<file path="src/rtl/jt12_wrq.sv">
// JT12 CPU write front-end: per-part register-address latches feeding a record FIFO,
// plus an emulated per-write busy flag for the CPU status read.
module jt12_wrq #(
  parameter int unsigned PART_W      = 1,
  parameter int unsigned DEPTH       = 8,
  parameter int unsigned BUSY_CYCLES = 32,
  parameter int unsigned LVL_W       = 4
) (
  input  logic              clk,
  input  logic              rst,
  input  logic              write,
  input  logic [PART_W:0]   addr,
  input  logic [7:0]        din,
  output logic              busy,
  output logic              full,
  output logic              ovf,
  input  logic              clr_ovf,
  output logic [LVL_W-1:0]  level,
  output logic              out_valid,
  input  logic              out_ready,
  output logic [PART_W-1:0] out_part,
  output logic [7:0]        out_reg,
  output logic [7:0]        out_data
);

  localparam int unsigned NPARTS = 1 << PART_W;
  localparam int unsigned PTR_W  = (DEPTH > 1) ? $clog2(DEPTH) : 1;
  localparam int unsigned CNT_W  = $clog2(BUSY_CYCLES + 1);
  localparam int unsigned REC_W  = PART_W + 16;

  logic [7:0]       sel [NPARTS];
  logic [REC_W-1:0] mem [DEPTH];
  logic [PTR_W-1:0] wr_ptr, rd_ptr, rd_nxt;
  logic [CNT_W-1:0] cnt, cnt_nxt;
  logic [LVL_W-1:0] level_nxt;
  logic [REC_W-1:0] rec_in, head_nxt;
  logic [PART_W-1:0] part;
  logic             is_data, push, drop, pop;

  // Push/pop decisions use registered full, so a pop never frees room for a same-cycle write
  always_comb begin
    part      = addr[PART_W:1];
    is_data   = write & addr[0];
    push      = is_data & ~full;
    drop      = is_data & full;
    pop       = out_valid & out_ready;
    rec_in    = {part, sel[part], din};
    level_nxt = level;
    if (push && !pop)
      level_nxt = level + LVL_W'(1);
    else if (!push && pop)
      level_nxt = level - LVL_W'(1);
    rd_nxt   = pop ? rd_ptr + PTR_W'(1) : rd_ptr;
    // A push into an empty (or just-emptied) queue becomes the head directly
    head_nxt = (push && (wr_ptr == rd_nxt)) ? rec_in : mem[rd_nxt];
    cnt_nxt  = cnt;
    if (push)
      cnt_nxt = CNT_W'(BUSY_CYCLES);
    else if (cnt != '0)
      cnt_nxt = cnt - CNT_W'(1);
  end

  // Record storage; contents are don't-care until written
  always_ff @(posedge clk) begin
    if (push)
      mem[wr_ptr] <= rec_in;
  end

  always_ff @(posedge clk) begin
    if (rst) begin
      for (int i = 0; i < NPARTS; i++)
        sel[i] <= '0;
      wr_ptr    <= '0;
      rd_ptr    <= '0;
      cnt       <= '0;
      level     <= '0;
      busy      <= 1'b0;
      full      <= 1'b0;
      ovf       <= 1'b0;
      out_valid <= 1'b0;
      out_part  <= '0;
      out_reg   <= '0;
      out_data  <= '0;
    end else begin
      if (write && !addr[0])
        sel[part] <= din;
      if (push)
        wr_ptr <= wr_ptr + PTR_W'(1);
      rd_ptr    <= rd_nxt;
      cnt       <= cnt_nxt;
      level     <= level_nxt;
      full      <= (level_nxt == LVL_W'(DEPTH));
      busy      <= (cnt_nxt != '0) || (level_nxt == LVL_W'(DEPTH));
      out_valid <= (level_nxt != '0);
      if (level_nxt != '0)
        {out_part, out_reg, out_data} <= head_nxt;
      // A drop in the same cycle as a clear leaves the flag set
      if (drop)
        ovf <= 1'b1;
      else if (clr_ovf)
        ovf <= 1'b0;
    end
  end

endmodule
</file>
<file path="config.mk">
export PLATFORM = sky130hd
export DESIGN_NAME = jt12_wrq
export DESIGN_NICKNAME = d
export VERILOG_FILES = /design/src/rtl/jt12_wrq.sv
export SDC_FILE = /design/constraint.sdc
export NUM_CORES = 1
export LEC_CHECK = 0
export BUFFER_PORTS_ARGS = -buffer_cell sky130_fd_sc_hd__buf_4
export CAP_MARGIN = 20
export CORE_ASPECT_RATIO = 0.8
export CORE_MARGIN = 8
export CORE_UTILIZATION = 40
export DETAILED_ROUTE_END_ITERATION = 16
export HOLD_SLACK_MARGIN = 0.06
export PLACE_DENSITY = 0.69
export SETUP_SLACK_MARGIN = 0.2
export SYNTH_ARGS = -nofsm -noshare
export SYNTH_HDL_FRONTEND = slang
export SYNTH_SLANG_ARGS = --single-unit
</file>
<file path="constraint.sdc">
create_clock -name clk -period 3.4 [get_ports clk]
set_clock_uncertainty 0.15 [all_clocks]
set_input_delay 0.68 -clock clk [delete_from_list [all_inputs] [get_ports clk]]
set_output_delay 0.68 -clock clk [all_outputs]
set_load 0.1 [all_outputs]
</file>
* Word level (Yosys, flattened, before mapping)
Memory sizes are Yosys's and may differ from the RTL's. A register that Yosys moved wholly into a read port is not among the register bits. Cells that the tools add are included.
Cells by class: bitwise gates (word level) 5, equal/unequal tests 1, $add $sub $neg 5, reductions and logical operators 12, muxes and demuxes 17
Operators by type and width (number):
- 6-bit 2-to-1 mux | 2
- 6-bit nonzero test | 2
- 1-bit 2-to-1 mux | 11
- 4-bit 2-to-1 mux | 2
- 8-bit 2-to-1 mux | 1
- 8-bit OR reduction | 1
- 3-bit by 1-bit adder with 3-bit output (second input constant) | 2
- 6-bit by 1-bit subtractor with 6-bit output (second input constant) | 1
- 4-bit by 1-bit adder with 4-bit output (second input constant) | 1
- 1-bit bitwise AND | 4
- 4-bit equality test (second input constant) | 1
- 4-bit nonzero test | 1
- 4-bit by 1-bit subtractor with 4-bit output (second input constant) | 1
- 1-bit logical AND | 3
- 1-bit zero test | 3
- 3-bit 2-to-1 mux | 1
- 2-bit nonzero test | 1
- 1-bit logical OR | 1
- 1-bit NOT | 1
Word-level totals: RAM bits 152, memories kept 2, bits of input ports 15, logic and storage cells 50, register bits after elaboration 20
Memories:
- mem | depth 8, width 17, read ports 1, clocked after memory_dff 1, write ports 1, RTL line 32 | logic [REC_W-1:0] mem [DEPTH];
- sel | depth 2, width 8, read ports 1, clocked after memory_dff 0, write ports 2, RTL line 31 | logic [7:0] sel [NPARTS];

* Logic depth before layout (Yosys ltp)
word-level depth 8, depth in mapped cells 10

* Worst setup path after synthesis
No wires, ideal clock.
path kind register -> register, start register full, end memory mem[0][0] (netlist name) (enable), arrival time 2.910 ns, cell stages (with the launch flop) 4, path buffers 1, path slack -0.095 ns, period minus slack after synthesis 3.495 ns, library setup time 0.435 ns, path through dfxtp_1 nand3b_1 clkbuf_1 nor4_1
Between the ends: longest elaborated chain between the ends 4
RTL lines:
- from (decl) | RTL line 15 | output logic full,
- from (signal assigned) | RTL line 92 | full <= (level_nxt == LVL_W'(DEPTH));
- 1-bit NOT | RTL line 44 | push = is_data & ~full;
- 1-bit bitwise AND | RTL line 44
- 1-bit 2-to-1 mux | RTL line 65 | if (push)
- 1-bit 2-to-1 mux (implied by the code) | RTL line 66 | mem[wr_ptr] <= rec_in;
- to (decl) | RTL line 32
No other way between the ends.

* Worst setup path in the final report
start register rd_ptr[1], end register out_data[0] (read register of mem)
Between the ends: longest elaborated chain between the ends 2
RTL lines:
- from (decl) | RTL line 33 | logic [PTR_W-1:0] wr_ptr, rd_ptr, rd_nxt;
- from (signal assigned) | RTL line 89 | rd_ptr <= rd_nxt;
- 3-bit by 1-bit adder with 3-bit output | RTL line 53 | rd_nxt = pop ? rd_ptr + PTR_W'(1) : rd_ptr;
- 3-bit 2-to-1 mux (*) | RTL line 53
- to (decl) | RTL line 23 | output logic [7:0] out_data
Mark *: on every way between the ends. The rest lies on a longest branch, timed or not. A chain may end at the register's enable or synchronous reset.

==> results.toml <==
[layout]
multiInputGateArea_sq_um = 2594
final_layout_size_suffix_gt1_share_pct = 22.79
regMostFlops = "mem"
syn_to_final_growth_pct = 15.58
regArea_sq_um = 5305
fin_util_pct = 47.06
layout_commonest_cell = "edfxtp_1"
antenna_cells = 0
largest_register_ffs = 136
reg_top3 = "mem (136), sel (16)"
layoutNonFillerInstCount = 874
fill_cells = 1724
final_area_sq_um = 9318
nets = 618
layout_common_cells = "edfxtp_1 (152), buf_4 (56), nor2_1 (40), dfxtp_1 (37), nand2_1 (36)"

[global_route]
grt_max_degree = 43
grt_pass1_wl_microns = 28390
grt_usage_pct = 14.87
grt.overflow.total = 0
antenna_found_initial = 0
grt_pass1_vias = 5041

[clock_tree]
post-cts-setup-buffer-count = 0
tritoncts = "yes"
cts.path.max_buffers = 2
root_buffer = "clkbuf_16"
clock_latency_ns = 0.43
h-tree-depth = 4
numClockSinks = 189
path_clk_slew_ns = 0.07
holdBufCountCts = 0
cts_buffers = 17
cts_resized = 0

[sta]
timing.fmax_mhz = 357.1
period_minus_slack_ns = 2.800
rsz0062_at_grt = "no"
max_slew_margin_pct = 56.72
fin_hold_ws_ns = 0.3055
layout_worst_path_cycle_share_pct = 82.36
finalSetupViolCount = 0
final_max_slew_viol_count = 0
final_hold_viol_count = 0
tns_ns = 0
tightest_slew_ns = 0.6484

[power_and_ir_drop]
ir_drop_v = 0.0005437
switchingPower_mw = 2.651
p_per_area_nw_per_um2 = 782.6
p_leak_nw = 3.231
power_frac_clock_pct = 27.5
p_sw_share_pct = 36.35
p_int_mw = 4.641
combPwrFrac_pct = 33.6
power_frac_seq_pct = 38.9

[drt]
wire_per_inst_microns = 20.97
route.antenna.remaining_nets = 0
dr.pass1.iters = 5
drc = 0
routed_wl_microns = 18330
num_vias = 4904
via_per_inst = 5.611
drt_iter0_drc = 390

[yosys]
synthArstFlopShare_pct = 0
synth_edf_count = 152
synth_fp_nets = 574
synth_area_leaders = "edfxtp_1 (57%), dfxtp_1 (9.2%), mux4_2 (7.3%), nor2_1 (1.9%), nand2_1 (1.7%)"
syn_avg_cell_area_sq_um = 14.58
ys.flop_type = "edfxtp_1"
ys_ff_latch = 189
yosysUniqueCellTypes = 61
synth_top_cell_area_share_pct = 56.62
seq_area_frac_synth_pct = 65.81
synth_top_area_cell = "edfxtp_1"
syn_inst = 553
yosys_warnings = 0
syn_area_sq_um = 8061

[worst_setup_path]
r2r_slack_ns = 0.60
critical_path.max_fanout = 20
cp-end-kind = "register"
required_ns = 3.62
crit_type = "reg2reg"
cp.buffers_inverters = 1
crit_slowest_cell = "dfxtp_1"
path_delay_family = "compound AO/OA/AOI/OAI gates"
cp.arrival_ns = 3.02
start_kind = "register"
crit_path_cell_trace = "ha_1 -> and3_1 -> xor2_2 -> buf_4 -> o221ai_1 -> a2111oi_0 -> a311o_1"
max_stage_delay_ns = 0.73

[placed_design]
globalplace.congestion = 0.8518
dpl.hpwl_microns = 11530
place_inst = 842
portBuffers = 39
place_area_sq_um = 8720

[run_status]
status = "finished, final reports clean"

[floorplan]
core-area_sq_um = 19800
start_util_pct = 40.72
ioPinCount = 40
die_h_microns = 143.0
rows = 46
die_x_microns = 174.7
die_area_sq_um = 24980

[run]
max-cap-violations = 0

[worst_hold_path]
min_path_type = "reg2reg"
## power by group through the flow
stage	clock, mW	sequential, mW	combinational [mW]
2_1_floorplan	0	3.62	1.19
5_1_grt	2.12	2.85	2.59
4_1_cts	2.03	2.84	2.46
3_5_place_dp	0	2.89	2.46
6_report	2.00	2.84	2.45
3_3_place_gp	0	2.87	2.38
## final timing paths
check                           startpoint          end  depth (start not counted)
worst min-delay path            out_reg[0]   out_reg[0]                          2
worst min register to register  out_reg[0]   out_reg[0]                          2
worst max-delay path             rd_ptr[1]  out_data[0]                          7
worst max register to register   rd_ptr[1]  out_data[0]                          7
## worst register-to-register path: cells and delay by family, from the launching register on
family	cells	cell delay [ns]
and+or+nand+nor	1	0.28
DFF	1	0.73
xor gates and xnor gates	1	0.14
buffers and inverters	1	0.33
adders and majority gates	1	0.26
AOI/OAI and AO/OA	3	0.85
## area by class of cell
type,instances,share of cell area (%)
multi-input cells,323,27.84
repair buffers,58,4.942
inverters,8,0.3223
flip-flops and latches,189,56.94
clock buffers,19,4.646
well taps,264,3.545
clock inverters,13,1.773
## cell usage after synthesis (4+ instances only)
| cell type | count |
|---|---|
| edfxtp_1 | 152 |
| nor2_1 | 40 |
| dfxtp_1 | 37 |
| nand2_1 | 36 |
| mux4_2 | 26 |
| nor3_1 | 23 |
| a21oi_1 | 18 |
| and2_1 | 18 |
| buf_2 | 13 |
| mux2i_1 | 13 |
| o211ai_1 | 13 |
| and3_1 | 11 |
| clkbuf_1 | 11 |
| o21ai_0 | 10 |
| a211o_1 | 9 |
| mux2_2 | 8 |
| inv_1 | 7 |
| a221o_1 | 6 |
| ha_1 | 6 |
| nand3_1 | 6 |
| o21ai_1 | 6 |
| xnor2_1 | 6 |
| a2bb2oi_1 | 5 |
| nand4b_1 | 5 |
| xor2_1 | 5 |
| buf_6 | 4 |
| nand2b_1 | 4 |
## metal layers
metal / vias up / wire [microns] / global-route usage, %
li1: 2224 / - / -
met1: 2513 / 8028 / 18.40
met3: 22 / 876 / 3.748
met5: - / 0 / 0
met2: 145 / 9093 / 25.02
met4: 0 / 333 / 5.343
## kinds of logic (layout without fill, tap and decap cells)
kind of cell	count (synthesis)	in the layout	synth area share [%]
AO/OA/AOI/OAI	90	90	8.149
XOR/XNOR	13	13	1.816
adder cells (fa/ha/maj)	6	6	0.9312
buffers and inverters	41	98	2.623
flip-flops	189	189	65.81
multiplexers	47	47	9.995
AND/OR/NAND/NOR	167	167	10.68
## per-stage QoR
stage | power (mW) | setup slack [ns]
after floorplan | 4.813 | 0.3319
after global placement | 5.256 | 0.3563
after detailed placement | 5.343 | 0.2294
after CTS | 7.331 | 0.6166
after global routing | 7.556 | 0.4875
final | 7.292 | 0.5999
Note: power is estimated with default switching activity, not from simulation.
